## src/rtl/alarm_zone_sequencer.sv

```systemverilog
// ---------------------------------------------------------------------------
// alarm_zone_sequencer
//   Sequencing controller for the alarm path. It arms and disarms the system
//   with exit and entry delays, checks a disarm code, watches NZONES sensor
//   zones (delayed or instant), times the siren and keeps a sticky record of
//   which zones tripped. All outputs are registered.
//
// Ports
//   clk         in   1       clock, rising edge
//   rst_n       in   1       asynchronous active-low reset
//   arm_req     in   1       single-cycle arm request
//   disarm_req  in   1       single-cycle disarm request, code sampled with it
//   code        in   4       keypad code
//   zone        in   NZONES  sensor levels, 1 = open/tripped (synchronised)
//   state       out  3       OFF=0 EXIT=1 ARMED=2 ENTRY=3 ALARM=4 HOLD=5
//   siren       out  1       high only while in ALARM
//   timer       out  CW      remaining count, 0 in OFF/ARMED/HOLD
//   tripped     out  NZONES  sticky record of zones that caused/joined an event
//   code_err    out  1       pulse on a wrong-code disarm attempt
//   arm_fail    out  1       pulse when an arm request is refused
// ---------------------------------------------------------------------------
module alarm_zone_sequencer #(
    parameter int                NZONES       = 4,
    parameter int                CW           = 8,
    parameter int                EXIT_DLY     = 16,
    parameter int                ENTRY_DLY    = 8,
    parameter int                SIREN_CYC    = 32,
    parameter logic [NZONES-1:0] INSTANT_MASK = 4'b0001,
    parameter logic [3:0]        CODE         = 4'hA,
    parameter int                MAX_BAD      = 3
) (
    input  logic              clk,
    input  logic              rst_n,
    input  logic              arm_req,
    input  logic              disarm_req,
    input  logic [3:0]        code,
    input  logic [NZONES-1:0] zone,
    output logic [2:0]        state,
    output logic              siren,
    output logic [CW-1:0]     timer,
    output logic [NZONES-1:0] tripped,
    output logic              code_err,
    output logic              arm_fail
);

    localparam int BW = $clog2(MAX_BAD + 1);

    // Countdowns load N-1 so that each one spans exactly N cycles.
    localparam logic [CW-1:0] EXIT_LD  = CW'(EXIT_DLY - 1);
    localparam logic [CW-1:0] ENTRY_LD = CW'(ENTRY_DLY - 1);
    localparam logic [CW-1:0] SIREN_LD = CW'(SIREN_CYC - 1);
    localparam logic [BW-1:0] BAD_MAX  = BW'(MAX_BAD);

    typedef enum logic [2:0] {
        S_OFF   = 3'd0,
        S_EXIT  = 3'd1,
        S_ARMED = 3'd2,
        S_ENTRY = 3'd3,
        S_ALARM = 3'd4,
        S_HOLD  = 3'd5
    } state_t;

    state_t        st;
    logic [BW-1:0] bad_cnt;

    // Wrong-code counter stops at MAX_BAD so repeated bad codes keep the limit.
    function automatic logic [BW-1:0] sat_inc(input logic [BW-1:0] v);
        return (v >= BAD_MAX) ? BAD_MAX : v + 1'b1;
    endfunction

    logic          ok;
    logic          bad;
    logic [BW-1:0] bad_next;
    logic          bad_limit;
    logic          instant_hit;
    logic          any_zone;

    assign ok          = disarm_req && (code == CODE);
    assign bad         = disarm_req && (code != CODE);
    assign bad_next    = sat_inc(bad_cnt);
    assign bad_limit   = bad && (bad_next == BAD_MAX);
    assign instant_hit = (zone & INSTANT_MASK) != '0;
    assign any_zone    = zone != '0;

    assign state = st;

    always_ff @(posedge clk or negedge rst_n) begin
        if (!rst_n) begin
            st       <= S_OFF;
            siren    <= 1'b0;
            timer    <= '0;
            tripped  <= '0;
            code_err <= 1'b0;
            arm_fail <= 1'b0;
            bad_cnt  <= '0;
        end else begin
            code_err <= 1'b0;
            arm_fail <= 1'b0;
            siren    <= 1'b0;
            if (st == S_OFF) begin
                // A valid code presented alongside an arm request cancels it.
                if (arm_req && !ok) begin
                    if (!any_zone) begin
                        st      <= S_EXIT;
                        timer   <= EXIT_LD;
                        tripped <= '0;
                        bad_cnt <= '0;
                    end else begin
                        arm_fail <= 1'b1;
                    end
                end
            end else if (ok) begin
                // tripped is left untouched so the event can be read out.
                st      <= S_OFF;
                timer   <= '0;
                bad_cnt <= '0;
            end else begin
                if (bad) begin
                    code_err <= 1'b1;
                    bad_cnt  <= bad_next;
                end
                if (bad_limit && st != S_ALARM && st != S_HOLD) begin
                    st    <= S_ALARM;
                    timer <= SIREN_LD;
                    siren <= 1'b1;
                    if (st == S_ENTRY)
                        tripped <= tripped | zone;
                end else begin
                    case (st)
                        S_EXIT: begin
                            if (timer == '0)
                                st <= S_ARMED;
                            else
                                timer <= timer - 1'b1;
                        end
                        S_ARMED: begin
                            tripped <= tripped | zone;
                            if (instant_hit) begin
                                st    <= S_ALARM;
                                timer <= SIREN_LD;
                                siren <= 1'b1;
                            end else if (any_zone) begin
                                st    <= S_ENTRY;
                                timer <= ENTRY_LD;
                            end
                        end
                        S_ENTRY: begin
                            tripped <= tripped | zone;
                            if (instant_hit || timer == '0) begin
                                st    <= S_ALARM;
                                timer <= SIREN_LD;
                                siren <= 1'b1;
                            end else begin
                                timer <= timer - 1'b1;
                            end
                        end
                        S_ALARM: begin
                            tripped <= tripped | zone;
                            if (timer == '0) begin
                                st <= S_HOLD;
                            end else begin
                                timer <= timer - 1'b1;
                                siren <= 1'b1;
                            end
                        end
                        S_HOLD: begin
                            if (any_zone) begin
                                st      <= S_ALARM;
                                timer   <= SIREN_LD;
                                siren   <= 1'b1;
                                tripped <= tripped | zone;
                            end
                        end
                        default: begin
                            st    <= S_OFF;
                            timer <= '0;
                        end
                    endcase
                end
            end
        end
    end

endmodule
```

## config.mk

```make
export PLATFORM = sky130hd
export DESIGN_NAME = alarm_zone_sequencer
export DESIGN_NICKNAME = d
export VERILOG_FILES = /design/src/rtl/alarm_zone_sequencer.sv
export SDC_FILE = /design/constraint.sdc
export NUM_CORES = 1
export LEC_CHECK = 0
export ABC_AREA = 0
export BUFFER_PORTS_ARGS = -buffer_cell sky130_fd_sc_hd__buf_2
export CORE_MARGIN = 1
export CORE_UTILIZATION = 45
export DETAILED_ROUTE_END_ITERATION = 7
export MAX_ROUTING_LAYER = met4
export PLACE_DENSITY_LB_ADDON = 0.2
export SYNTH_ARGS = -nofsm -noshare
export SYNTH_HDL_FRONTEND = slang
export SYNTH_SLANG_ARGS = --single-unit
```

## constraint.sdc

```tcl
create_clock -name clk -period 2.8 [get_ports clk]
set_clock_uncertainty 0.15 [all_clocks]
set_input_delay 0.28 -clock clk [delete_from_list [all_inputs] [get_ports clk]]
set_output_delay 0.28 -clock clk [all_outputs]
set_load 0.01 [all_outputs]
```

Word-level counts from Yosys, hierarchy flattened

Index checks and enable logic that the tools add are counted.

$add $sub $neg: 2
Multiply operators: 0
Div/mod/pow operators: 0
$lt $le $gt $ge: 1
Equal/unequal tests: 21
Shift operators: 0
Muxes and demuxes: 50
Bitwise operators: 1
Reductions and logical operators: 19

Operators with widths:

| kind                                              | number |
|---|---|
| 2-to-1 mux 8 bit                                  | 10 |
| 2-to-1 mux 3 bit                                  | 11 |
| case mux 8 bit (4 select lines)                   | 1 |
| 2-to-1 mux 4 bit                                  | 7 |
| != test 5 bit (second input constant)             | 4 |
| case mux 3 bit (5 select lines)                   | 1 |
| 2-to-1 mux 1 bit                                  | 12 |
| 2-to-1 mux 2 bit                                  | 6 |
| zero test 8 bit                                   | 1 |
| != test 4 bit (second input constant)             | 2 |
| case mux 4 bit (2 select lines)                   | 1 |
| nonzero test 4 bit                                | 2 |
| subtractor 8 x 1 -> 8 bit (second input constant) | 1 |
| AND reduction 7 bit                               | 1 |
| == test 3 x 2 -> 1 bit (second input constant)    | 2 |
| == test 3 bit (second input constant)             | 2 |
| logical AND 1 bit                                 | 6 |
| != test 3 bit (second input constant)             | 2 |
| != test 6 bit (second input constant)             | 1 |
| AND reduction 6 bit                               | 1 |
| != test 5 x 4 -> 1 bit (second input constant)    | 1 |
| AND reduction 5 bit                               | 1 |
| == test 4 bit (second input constant)             | 1 |
| != test 2 x 1 -> 1 bit (second input constant)    | 2 |
| 15 further kinds                                  | 15 |

Bits in registers: 20
Latch bits: 0
RAM bits: 0
Memory bits (read-only): 0
Output and inout bits: 18
Logic and storage cells: 101
Memories kept: 0

Logic depth before layout (Yosys ltp)

Gate-level depths: netlist of run 1.

Depth after elaboration: 9
Mapped depth: 9
Depth with buffers taken out: 8

Worst setup path after synthesis of run 1

No wires, ideal clock.

Kind: reg2reg
Start: reg timer[0]
End: reg st[2], in the netlist state[2]
Arrival time: 1,735 ps
Path slack: 790 ps
Stages on the path, launching flop included: 9
Period minus slack after synthesis: 2,010 ps
Path through: dfrtp_1 inv_1 ha_1 nor4b_1 nand2_1 nand2_1 or3_1 nand2_2 mux2_4

Word-level cells in the longest chain between the ends: 4
Elaborated cells on any way between the ends: 6

RTL lines:

| element                                 | RTL line      | RTL |
|---|---|---|
| start: declaration                      | 40            | `output logic [CW-1:0] timer,` |
| start signal: assignment                | 134           | `timer <= timer - 1'b1;` |
| start signal: assignment                | 154           | `timer <= timer - 1'b1;` |
| start signal: assignment                | 162           | `timer <= timer - 1'b1;` |
| zero test 8 bit *                       | 131, 149, 159 |  |
| logical OR 1 bit                        | 149           | `if (instant_hit \|\| timer == '0) begin` |
| != test 5 x 4 -> 1 bit (no source line) | n/a           |  |
| AND reduction 7 bit (no source line) *  | n/a           |  |
| end signal: assignment                  | 132           | `st <= S_ARMED;` |
| end signal: assignment                  | 150           | `st <= S_ALARM;` |
| end signal: assignment                  | 160           | `st <= S_HOLD;` |
| end: declaration                        | 63            | `state_t st;` |

Mark *: on every way between the ends. The rest lies on a longest branch, timed or not.
A chain may end at the register's enable or synchronous reset.

Worst setup path in the final report of run 1

Start: reg st[0], in the netlist state[0]
End: reg st[2], in the netlist state[2]

Word-level cells in the longest chain between the ends: 6
Elaborated cells on any way between the ends: 22

RTL lines:

| element                                                                 | RTL line | RTL |
|---|---|---|
| start signal: assignment                                                | 89       | `st <= S_OFF;` |
| start signal: assignment                                                | 104      | `st <= S_EXIT;` |
| start signal: assignment                                                | 114      | `st <= S_OFF;` |
| branches (longest 6 deep; another with case mux 3 bit (5 select lines)) | n/a      |  |

Several ways; the timed one is not identified.

==> impl_metrics.xml, run 1 <==
<?xml version="1.0" encoding="UTF-8"?>
<metrics>
  <group name="flow_run">
    <metric name="drv_cap" unit="">0</metric>
  </group>
  <group name="synth">
    <metric name="synth_cell_type_count" unit="">51</metric>
    <metric name="synth-main-ff-cell" unit="">dfrtp_1</metric>
    <metric name="yosys-top-cells-area" unit="">dfrtp_1 (36%), o21ai_0 (6.1%), nor2_1 (4.8%), nand2_1 (4.6%), a21oi_1 (3.6%)</metric>
    <metric name="postSynth.asyncResetShare" unit="">1.00</metric>
    <metric name="synth.cells.most_frequent" unit="">dfrtp_1 (20), nor2_1 (18), nand2_1 (17), o21ai_0 (17), a21oi_1 (10)</metric>
    <metric name="syn_area" unit="um2">1400</metric>
    <metric name="synth-warning-count" unit="">0</metric>
    <metric name="syn_nets" unit="">179</metric>
    <metric name="seq_area_frac_synth" unit="">0.358</metric>
    <metric name="synth.ff_latch_count" unit="">20</metric>
    <metric name="number_of_synthesized_flops_with_an_enable_pin" unit="">0</metric>
    <metric name="netlist.area_leader.share" unit="">0.358</metric>
    <metric name="post-synth-top-area-cell" unit="">dfrtp_1</metric>
    <metric name="avgSynthCellArea" unit="um2">8.46</metric>
    <metric name="yosys.cell_count.top_type" unit="">dfrtp_1</metric>
    <metric name="gate_count_of_the_mapped_netlist" unit="">165</metric>
  </group>
  <group name="placed_design">
    <metric name="finalWeightedCongestion" unit="">0.922</metric>
    <metric name="dpl.hpwl" unit="um">2600</metric>
    <metric name="place_inst" unit="">218</metric>
    <metric name="portBuffers" unit="">29</metric>
  </group>
  <group name="floorplan">
    <metric name="starting_density" unit="">0.489</metric>
    <metric name="core.rowCount" unit="">19</metric>
    <metric name="dieWidth" unit="um">57.7</metric>
    <metric name="number_of_placed_i_o_pins" unit="">30</metric>
    <metric name="floorplan.core_area" unit="um2">2850</metric>
    <metric name="chipHeight" unit="um">57.7</metric>
    <metric name="floorplan.die_area" unit="um2">3330</metric>
  </group>
  <group name="detailed_routing">
    <metric name="routed_via_density" unit="">5.85</metric>
    <metric name="avgRoutedWirePerCell" unit="um">15.3</metric>
    <metric name="drt.antenna.violating_nets" unit="">0</metric>
    <metric name="iter_0_drt_violations" unit="">91</metric>
    <metric name="vias" unit="">1299</metric>
    <metric name="remaining_drc_errors" unit="">1</metric>
    <metric name="first_pass_iters" unit="">6</metric>
    <metric name="drt-total-wl" unit="um">3400</metric>
  </group>
  <group name="clock_network">
    <metric name="cts.path.max_buffers" unit="">2</metric>
    <metric name="cts_repair_resize_count" unit="">0</metric>
    <metric name="cts_root_buffer" unit="">clkbuf_4</metric>
    <metric name="clock_latency" unit="ns">0.30</metric>
    <metric name="cts_tree" unit="">built</metric>
    <metric name="postCtsSetupRepairBufs" unit="">0</metric>
    <metric name="htree_levels" unit="">1</metric>
    <metric name="clock_sinks" unit="">20</metric>
    <metric name="cts_buffers" unit="">3</metric>
    <metric name="clkTransAtPathRegs" unit="ns">0.11</metric>
  </group>
  <group name="power">
    <metric name="tot_pwr" unit="mW">1.67</metric>
    <metric name="vdd_ir_drop_max" unit="mV">0.481</metric>
    <metric name="power_leakage" unit="nW">0.699</metric>
    <metric name="power_per_cell_area" unit="nW/um2">1060</metric>
  </group>
  <group name="cells_and_area">
    <metric name="area_growth" unit="%">12.6</metric>
    <metric name="multiInputGateArea" unit="um2">818</metric>
    <metric name="fin_nets" unit="">207</metric>
    <metric name="final.fill_count" unit="">293</metric>
    <metric name="seqCellArea" unit="um2">500</metric>
    <metric name="antennaDiodeCount" unit="">0</metric>
    <metric name="layout.cells.non_filler" unit="">222</metric>
    <metric name="drive_gt1_frac" unit="">0.267</metric>
  </group>
  <group name="worst_setup_path">
    <metric name="worst_r2r_end" unit="">state[2]</metric>
    <metric name="crit_path_end_kind" unit="">flip-flop</metric>
    <metric name="worstRegToRegCells" unit="">6</metric>
    <metric name="worstPathArrival" unit="ns">2.49</metric>
    <metric name="critical_path.reg2reg.startpoint" unit="">state[0]</metric>
    <metric name="worstSetupPathType" unit="">reg -&gt; reg</metric>
    <metric name="required" unit="ns">2.85</metric>
    <metric name="worst-r2r-setup-slack" unit="ns">0.36</metric>
    <metric name="crit_path_start_kind" unit="">flip-flop</metric>
    <metric name="timing.critical_path.fanout_max" unit="">16</metric>
  </group>
  <group name="global_route">
    <metric name="globalRouteOverflowTotal" unit="">0</metric>
    <metric name="grt_antenna_before_repair" unit="">0</metric>
    <metric name="grt_pass1_wl" unit="um">5780</metric>
    <metric name="grt_max_degree" unit="">21</metric>
    <metric name="grt.total_usage" unit="">0.235</metric>
    <metric name="grt_pass1_vias" unit="">1191</metric>
  </group>
  <group name="timing">
    <metric name="period_minus_slack" unit="ns">2.44</metric>
    <metric name="rsz0062_at_grt" unit="">false</metric>
    <metric name="fmaxAchievable" unit="GHz">0.410</metric>
    <metric name="holdWs" unit="ns">0.0354</metric>
    <metric name="worst_slew_margin" unit="">0.605</metric>
    <metric name="finalMaxSlewViolations" unit="">0</metric>
    <metric name="finalSetupViolCount" unit="">0</metric>
    <metric name="number_of_hold_slack_violations_in_the_final_timing_report" unit="">0</metric>
    <metric name="tns" unit="ns">0</metric>
    <metric name="min_period_over_period" unit="">0.871</metric>
    <metric name="worst_pin_slew" unit="ns">0.592</metric>
  </group>
  <group name="status">
    <metric name="run_status" unit="">finished, violations left</metric>
    <metric name="failed_checks" unit="">DRC</metric>
  </group>
  <group name="min_path">
    <metric name="holdPathStages" unit="">3</metric>
    <metric name="hp-class" unit="">in -&gt; reg</metric>
    <metric name="hold-path-endpoint" unit="">arm_fail</metric>
    <metric name="min_from" unit="">arm_req</metric>
  </group>
</metrics>
layer usage:
metal / up-vias / share of wire / GRT usage
li1: 650 / - / -
met1: 604 / 0.49 / 0.339
met2: 40 / 0.45 / 0.349
met3: 5 / 0.048 / 0.0268
met4: 0 / 0.012 / 0.0714
met5: - / 0 / -
metrics by stage:
| step | worst slack (ns) | instance area, um2 | util |
|---|---|---|---|
| after floorplan | 0.790 | 1400 | - |
| after global placement | 0.385 | 1540 | 0.540 |
| after detailed placement | 0.388 | 1540 | 0.540 |
| after CTS | 0.372 | 1570 | 0.551 |
| after global routing | 0.194 | 1570 | 0.551 |
| final | 0.362 | 1570 | 0.551 |
flip-flops by register name (all words and copies together), names as in the netlist:
register  count
timer         8
code_err      1
tripped       4
arm_fail      1
siren         1
bad_cnt       2
state         3
power breakdown:
group / switching (mW) / total (mW) / internal, mW
combinational: 0.560 / 0.983 / 0.423
sequential: 0.144 / 0.547 / 0.402
clock: 0.0895 / 0.140 / 0.0502
cell usage in the layout, fill, tap and decap left out, drive strengths merged:
master,netlist,layout
nand2b,3,3
o21bai,1,1
a22o,2,2
nor4,1,1
nand2,18,18
nor4bb,1,1
a41oi,1,1
inv,6,6
ha,2,2
dfrtp,20,20
nand3,1,1
buf,6,31
o2bb2ai,2,2
a21o,1,1
a21oi,11,11
nor2b,3,3
o31ai,4,4
a211o,2,2
nand3b,3,3
clkbuf,3,3
mux2i,1,1
a211oi,1,1
o211a,2,2
o22ai,1,1
nor3,7,7
nor4b,2,2
mux2,1,1
o21ai,19,19
and2,4,4
o2111ai,2,2
or3,1,1
or4,2,2
xnor2,2,2
dlygate4sd3,0,1
o21a,2,2
or2,2,2
a31oi,7,7
nor2,18,18
how the worst max path moves through the flow:
stage                  start  endpoint  slack, ns  cells past startpoint
floorplan           timer[0]  state[2]       0.79                      8
global placement    state[0]  state[2]       0.39                      6
detailed placement  state[0]  state[2]       0.39                      6
CTS                 state[0]  state[2]       0.37                      6
global route        state[0]  state[2]       0.19                      6
finish              state[0]  state[2]       0.36                      6
critical path, stage by stage (launching register included):
cell,delay [ns]
dfrtp_1,0.67
inv_1,0.23
nor2_1,0.18
a21oi_1,0.15
or3_1,0.51
nand2_2,0.14
mux2_4,0.30
cell type report:
type | count | area share
clock buffer | 3 | 0.0143
inverter | 6 | 0.0143
multi-input combinational | 130 | 0.520
sequential | 20 | 0.318
tap | 31 | 0.0247
timing repair buffer | 32 | 0.108
kinds of logic after synthesis:
logic type                 count (synthesis)  share of synthesized area
and+or+nand+nor                           66                      0.257
AOI/OAI and AO/OA                         58                      0.280
DFF                                       20                      0.358
buffers and inverters                     15                     0.0556
xor gates and xnor gates                   2                     0.0125
muxes                                      2                     0.0179
adders and majority gates                  2                     0.0179
repair_timing:
| item | 4_1_cts | 5_1_grt |
|---|---|---|
| hold buffers | 1 | 0 |
| setup endpoints to repair | 0 | 0 |
| endpoints found under the hold margin | 20 | 0 |
No activity file was read; power rests on OpenSTA's default activity.
==> run 2, diff against run 1 <==
Settings changed: CTS_CLUSTER_SIZE set to 10, REMOVE_ABC_BUFFERS set to 1.
==> impl_metrics.xml, run 2 (synthesis results as in run 1) <==
<?xml version="1.0" encoding="UTF-8"?>
<metrics>
  <group name="clock_network">
    <metric name="cts.path.max_buffers" unit="">2</metric>
    <metric name="clock_latency" unit="ns">0.31</metric>
    <metric name="htree_levels" unit="">1</metric>
    <metric name="cts_tree" unit="">built</metric>
    <metric name="cts_root_buffer" unit="">clkbuf_4</metric>
    <metric name="clock_sinks" unit="">20</metric>
    <metric name="clkTransAtPathRegs" unit="ns">0.12</metric>
    <metric name="cts_buffers" unit="">3</metric>
  </group>
  <group name="detailed_routing">
    <metric name="avgRoutedWirePerCell" unit="um">16.5</metric>
    <metric name="drt.antenna.violating_nets" unit="">0</metric>
    <metric name="met3_wirelength" unit="um">168</metric>
    <metric name="met2_routed_length" unit="um">1770</metric>
    <metric name="routed_via_density" unit="">6.18</metric>
    <metric name="highest_layer" unit="">met4</metric>
    <metric name="first_pass_iters" unit="">6</metric>
    <metric name="remaining_drc_errors" unit="">2</metric>
    <metric name="vias" unit="">1384</metric>
    <metric name="m1WireLength" unit="um">1680</metric>
    <metric name="iter_0_drt_violations" unit="">67</metric>
    <metric name="drt-total-wl" unit="um">3690</metric>
  </group>
  <group name="floorplan">
    <metric name="starting_density" unit="">0.489</metric>
    <metric name="core.rowCount" unit="">19</metric>
    <metric name="dieWidth" unit="um">57.7</metric>
    <metric name="floorplan.core_area" unit="um2">2850</metric>
    <metric name="chipHeight" unit="um">57.7</metric>
    <metric name="number_of_placed_i_o_pins" unit="">30</metric>
    <metric name="floorplan.die_area" unit="um2">3330</metric>
  </group>
  <group name="global_route">
    <metric name="globalRouteOverflowTotal" unit="">0</metric>
    <metric name="grt_antenna_before_repair" unit="">0</metric>
    <metric name="grt.total_usage" unit="">0.259</metric>
    <metric name="grt_pass1_wl" unit="um">6400</metric>
    <metric name="grt_max_degree" unit="">21</metric>
    <metric name="grt_pass1_vias" unit="">1339</metric>
  </group>
  <group name="placed_design">
    <metric name="finalWeightedCongestion" unit="">0.909</metric>
    <metric name="placedInstanceArea" unit="um2">1550</metric>
    <metric name="place_ws" unit="ns">0.428</metric>
    <metric name="dpl.hpwl" unit="um">2800</metric>
    <metric name="portBuffers" unit="">29</metric>
    <metric name="place_inst" unit="">219</metric>
  </group>
  <group name="timing">
    <metric name="rsz0062_at_grt" unit="">false</metric>
    <metric name="post-route-worst-setup-slack" unit="ns">0.359</metric>
    <metric name="number_of_hold_slack_violations_in_the_final_timing_report" unit="">0</metric>
    <metric name="period_minus_slack" unit="ns">2.44</metric>
    <metric name="finalSetupViolCount" unit="">0</metric>
    <metric name="tns" unit="ns">0</metric>
    <metric name="worst_slew_margin" unit="">0.604</metric>
    <metric name="fmaxAchievable" unit="GHz">0.410</metric>
    <metric name="finalMaxSlewViolations" unit="">0</metric>
    <metric name="worst_pin_slew" unit="ns">0.595</metric>
    <metric name="holdWs" unit="ns">0.0282</metric>
    <metric name="min_period_over_period" unit="">0.872</metric>
  </group>
  <group name="worst_setup_path">
    <metric name="path_delay_family" unit="">simple AND/OR/NAND/NOR gates</metric>
    <metric name="cpPeakStageDelay" unit="ns">0.69</metric>
    <metric name="crit_path_start_kind" unit="">flip-flop</metric>
    <metric name="worstPathArrival" unit="ns">2.50</metric>
    <metric name="timing.critical_path.buf_inv" unit="">1</metric>
    <metric name="critical_path.slowest_cell" unit="">dfrtp_1</metric>
    <metric name="worstSetupPathType" unit="">reg -&gt; reg</metric>
    <metric name="cp_cell_sequence" unit="">inv_1 -&gt; nor2_1 -&gt; a21oi_1 -&gt; or3_1 -&gt; nand2_2 -&gt; mux2_4</metric>
    <metric name="timing.critical_path.fanout_max" unit="">16</metric>
    <metric name="required" unit="ns">2.86</metric>
    <metric name="crit_path_end_kind" unit="">flip-flop</metric>
  </group>
  <group name="cells_and_area">
    <metric name="multiInputGateArea" unit="um2">818</metric>
    <metric name="area_growth" unit="%">15.3</metric>
    <metric name="seqCellArea" unit="um2">500</metric>
    <metric name="registers.top_by_ff_count" unit="">timer</metric>
    <metric name="layout.cells.most_common" unit="">buf_2</metric>
    <metric name="drive_gt1_frac" unit="">0.275</metric>
    <metric name="antennaDiodeCount" unit="">0</metric>
    <metric name="max_reg_flops" unit="">8</metric>
    <metric name="final.fill_count" unit="">259</metric>
    <metric name="mostFrequentLayoutCells" unit="">buf_2 (29), dfrtp_1 (20), nor2_1 (18), nand2_1 (17), o21ai_0 (17)</metric>
    <metric name="fin_nets" unit="">208</metric>
    <metric name="layout.cells.non_filler" unit="">224</metric>
    <metric name="design_area" unit="um2">1610</metric>
    <metric name="final_core_utilization" unit="">0.564</metric>
  </group>
  <group name="flow_run">
    <metric name="drv_cap" unit="">0</metric>
  </group>
  <group name="power">
    <metric name="tot_pwr" unit="mW">1.80</metric>
    <metric name="vdd_ir_drop_max" unit="mV">0.572</metric>
    <metric name="power_leakage" unit="nW">0.718</metric>
    <metric name="power_per_cell_area" unit="nW/um2">1120</metric>
  </group>
  <group name="min_path">
    <metric name="hp-class" unit="">in -&gt; reg</metric>
  </group>
  <group name="status">
    <metric name="run_status" unit="">finished, violations left</metric>
    <metric name="failed_checks" unit="">DRC</metric>
  </group>
</metrics>
==> run 2: cell count changes in the layout (fill, tap and decap cells not counted), sizes merged <==
cell / before / now
buf: 31 / 32
bufinv: 0 / 1
==> run 2: layer usage <==
metal | global-route usage | up-vias
met3 | 0.0335 | 8
met5 | - | -
met2 | 0.405 | 56
met1 | 0.339 | 666
li1 | - | 654
met4 | 0.116 | 0
==> run 2: path summary, 6_finish.rpt <==
check,start,end,slack (ns),depth (start not counted)
worst min-delay path,arm_req,arm_fail,0.03,3
worst min register to register,tripped[0],tripped[0],0.36,2
max in group asynchronous,rst_n,bad_cnt[1],1.89,2
min in group asynchronous,rst_n,timer[6],0.29,2
worst max-delay path,state[0],state[2],0.36,6
worst max register to register,state[0],state[2],0.36,6
==> run 2: area by class of cell <==
cell class / instances / area share
clock buffers: 3 / 0.0140
clock inverters: 1 / 0.0186
inverters: 6 / 0.0140
multi-input cells: 130 / 0.508
flip-flops and latches: 20 / 0.311
well taps: 31 / 0.0241
repair buffers: 33 / 0.110
==> run 2: tightest hold or removal path: stages <==
cell,delay (ns)
buf_2,0.11
nand2_1,0.05
nor2_1,0.03
==> run 2: report_power, final <==
part | switching (mW) | internal [mW]
sequential | 0.154 | 0.402
clock | 0.0981 | 0.145
combinational | 0.569 | 0.428
total | 0.821 | 0.974
==> run 2: repair_timing <==
action                     in CTS  in global routing
gates resized for setup         0                  0
hold endpoints to repair       20                  0
setup endpoints to repair       0                  0
buffers inserted                0                  0
hold buffers                    1                  0
==> run 3, diff against run 2 <==
Settings changed: CORE_UTILIZATION 45 to 50.
==> impl_metrics.xml, run 3 (synthesis results as in run 1) <==
<?xml version="1.0" encoding="UTF-8"?>
<metrics>
  <group name="cells_and_area">
    <metric name="max_reg_flops" unit="">8</metric>
    <metric name="drive_gt1_frac" unit="">0.271</metric>
    <metric name="mostFrequentLayoutCells" unit="">buf_2 (29), dfrtp_1 (20), nor2_1 (18), nand2_1 (17), o21ai_0 (17)</metric>
    <metric name="registers.top_by_ff_count" unit="">timer</metric>
    <metric name="fin_nets" unit="">207</metric>
    <metric name="layout.cells.most_common" unit="">buf_2</metric>
    <metric name="area_growth" unit="%">14.7</metric>
    <metric name="antennaDiodeCount" unit="">0</metric>
    <metric name="layout.cells.non_filler" unit="">222</metric>
  </group>
  <group name="clock_network">
    <metric name="clkTransAtPathRegs" unit="ns">0.13</metric>
    <metric name="cts_root_buffer" unit="">clkbuf_4</metric>
    <metric name="postCtsSetupRepairBufs" unit="">0</metric>
    <metric name="htree_levels" unit="">1</metric>
    <metric name="clock_latency" unit="ns">0.32</metric>
    <metric name="cts_buffers" unit="">3</metric>
    <metric name="cts_tree" unit="">built</metric>
    <metric name="cts.path.max_buffers" unit="">2</metric>
    <metric name="clock_sinks" unit="">20</metric>
    <metric name="cts_repair_resize_count" unit="">0</metric>
  </group>
  <group name="detailed_routing">
    <metric name="first_pass_iters" unit="">4</metric>
    <metric name="drt-total-wl" unit="um">3440</metric>
    <metric name="drt.antenna.violating_nets" unit="">0</metric>
    <metric name="avgRoutedWirePerCell" unit="um">15.5</metric>
    <metric name="remaining_drc_errors" unit="">0</metric>
    <metric name="iter_0_drt_violations" unit="">46</metric>
    <metric name="routed_via_density" unit="">5.97</metric>
    <metric name="vias" unit="">1325</metric>
  </group>
  <group name="status">
    <metric name="run_status" unit="">finished clean</metric>
  </group>
  <group name="timing">
    <metric name="period_minus_slack" unit="ns">2.38</metric>
    <metric name="finalSetupViolCount" unit="">0</metric>
    <metric name="number_of_hold_slack_violations_in_the_final_timing_report" unit="">0</metric>
    <metric name="rsz0062_at_grt" unit="">false</metric>
    <metric name="fmaxAchievable" unit="GHz">0.420</metric>
    <metric name="worst_slew_margin" unit="">0.614</metric>
    <metric name="post-route-worst-setup-slack" unit="ns">0.418</metric>
    <metric name="finalMaxSlewViolations" unit="">0</metric>
    <metric name="min_period_over_period" unit="">0.851</metric>
    <metric name="worst_pin_slew" unit="ns">0.580</metric>
    <metric name="tns" unit="ns">0</metric>
  </group>
  <group name="worst_setup_path">
    <metric name="timing.critical_path.fanout_max" unit="">16</metric>
    <metric name="cp_cell_sequence" unit="">inv_1 -&gt; nor2_1 -&gt; a21oi_1 -&gt; or3_1 -&gt; nand2_2 -&gt; mux2_4</metric>
    <metric name="crit_path_start_kind" unit="">flip-flop</metric>
    <metric name="path_delay_family" unit="">simple AND/OR/NAND/NOR gates</metric>
    <metric name="crit_path_end_kind" unit="">flip-flop</metric>
    <metric name="required" unit="ns">2.87</metric>
    <metric name="critical_path.slowest_cell" unit="">dfrtp_1</metric>
    <metric name="cpPeakStageDelay" unit="ns">0.68</metric>
    <metric name="timing.critical_path.buf_inv" unit="">1</metric>
    <metric name="worstPathArrival" unit="ns">2.45</metric>
    <metric name="worstSetupPathType" unit="">reg -&gt; reg</metric>
  </group>
  <group name="global_route">
    <metric name="grt_max_degree" unit="">21</metric>
    <metric name="globalRouteOverflowTotal" unit="">0</metric>
    <metric name="grt_pass1_wl" unit="um">5400</metric>
    <metric name="grt.total_usage" unit="">0.262</metric>
    <metric name="grt_antenna_before_repair" unit="">0</metric>
    <metric name="grt_pass1_vias" unit="">1147</metric>
  </group>
  <group name="floorplan">
    <metric name="dieWidth" unit="um">54.8</metric>
    <metric name="floorplan.die_area" unit="um2">3010</metric>
    <metric name="number_of_placed_i_o_pins" unit="">30</metric>
    <metric name="floorplan.core_area" unit="um2">2570</metric>
    <metric name="chipHeight" unit="um">54.8</metric>
    <metric name="core.rowCount" unit="">18</metric>
    <metric name="starting_density" unit="">0.544</metric>
  </group>
  <group name="min_path">
    <metric name="hp-class" unit="">in -&gt; reg</metric>
  </group>
  <group name="placed_design">
    <metric name="finalWeightedCongestion" unit="">0.956</metric>
    <metric name="place_ws" unit="ns">0.486</metric>
    <metric name="portBuffers" unit="">29</metric>
    <metric name="dpl.hpwl" unit="um">2570</metric>
    <metric name="place_inst" unit="">217</metric>
  </group>
  <group name="power">
    <metric name="vdd_ir_drop_max" unit="mV">0.655</metric>
    <metric name="tot_pwr" unit="mW">1.78</metric>
    <metric name="power_leakage" unit="nW">0.713</metric>
    <metric name="power_per_cell_area" unit="nW/um2">1110</metric>
  </group>
  <group name="flow_run">
    <metric name="drv_cap" unit="">0</metric>
  </group>
</metrics>
-- run 3: cell count changes in the layout (fill, tap and decap cells not counted) --
cell,previous run,this run
buf_4,3,2
-- run 3: cell type report --
cell class                      instances  area (um2)
Inverter                                6        22.5
Clock buffer                            3        22.5
Sequential cell                        20         500
Fill cell                             240         966
Multi-Input combinational cell        130         818
Tap cell                               30        37.5
Clock inverter                          1        30.0
Timing Repair Buffer                   32         170
-- run 3: layer usage --
layer,part of all wire,global-route usage
met1,0.48,0.357
met2,0.46,0.382
met3,0.055,0.0444
met4,0.0099,0.0983
met5,0,-
-- run 3: worst paths after layout --
path | startpoint | endpoint | slack [ns] | depth (start not counted)
min in group asynchronous | rst_n | state[0] | 0.28 | 2
max | state[0] | state[2] | 0.42 | 6
max reg2reg | state[0] | state[2] | 0.42 | 6
min reg2reg | tripped[2] | tripped[2] | 0.36 | 2
max in group asynchronous | rst_n | arm_fail | 1.90 | 2
min | arm_req | arm_fail | 0.02 | 3
-- run 3: power breakdown --
part	internal [mW]	switching, mW	leakage (nW)	total, mW
logic	0.425	0.556	0.449	0.981
registers	0.402	0.150	0.236	0.552
clock network	0.145	0.105	0.0279	0.249
-- run 3: worst min-delay path: stages --
cell and delay [ns]:
buf_2 0.10, nand2_1 0.05, nor2_1 0.03
-- run 3: what timing repair did --
action	CTS	global route
hold buffers	1	0
setup endpoints to repair	0	0
hold endpoints to repair	20	0
-- run 3: metrics by stage --
| step | utilization | hold WS, ns | area [um2] |
|---|---|---|---|
| 2_1_floorplan | - | -0.166 | 1340 |
| 3_3_place_gp | 0.599 | 0.0985 | 1540 |
| 3_5_place_dp | 0.599 | 0.112 | 1540 |
| 4_1_cts | 0.624 | 0.0126 | 1600 |
| 5_1_grt | 0.624 | 0.0554 | 1600 |
| 6_report | 0.624 | 0.0197 | 1600 |
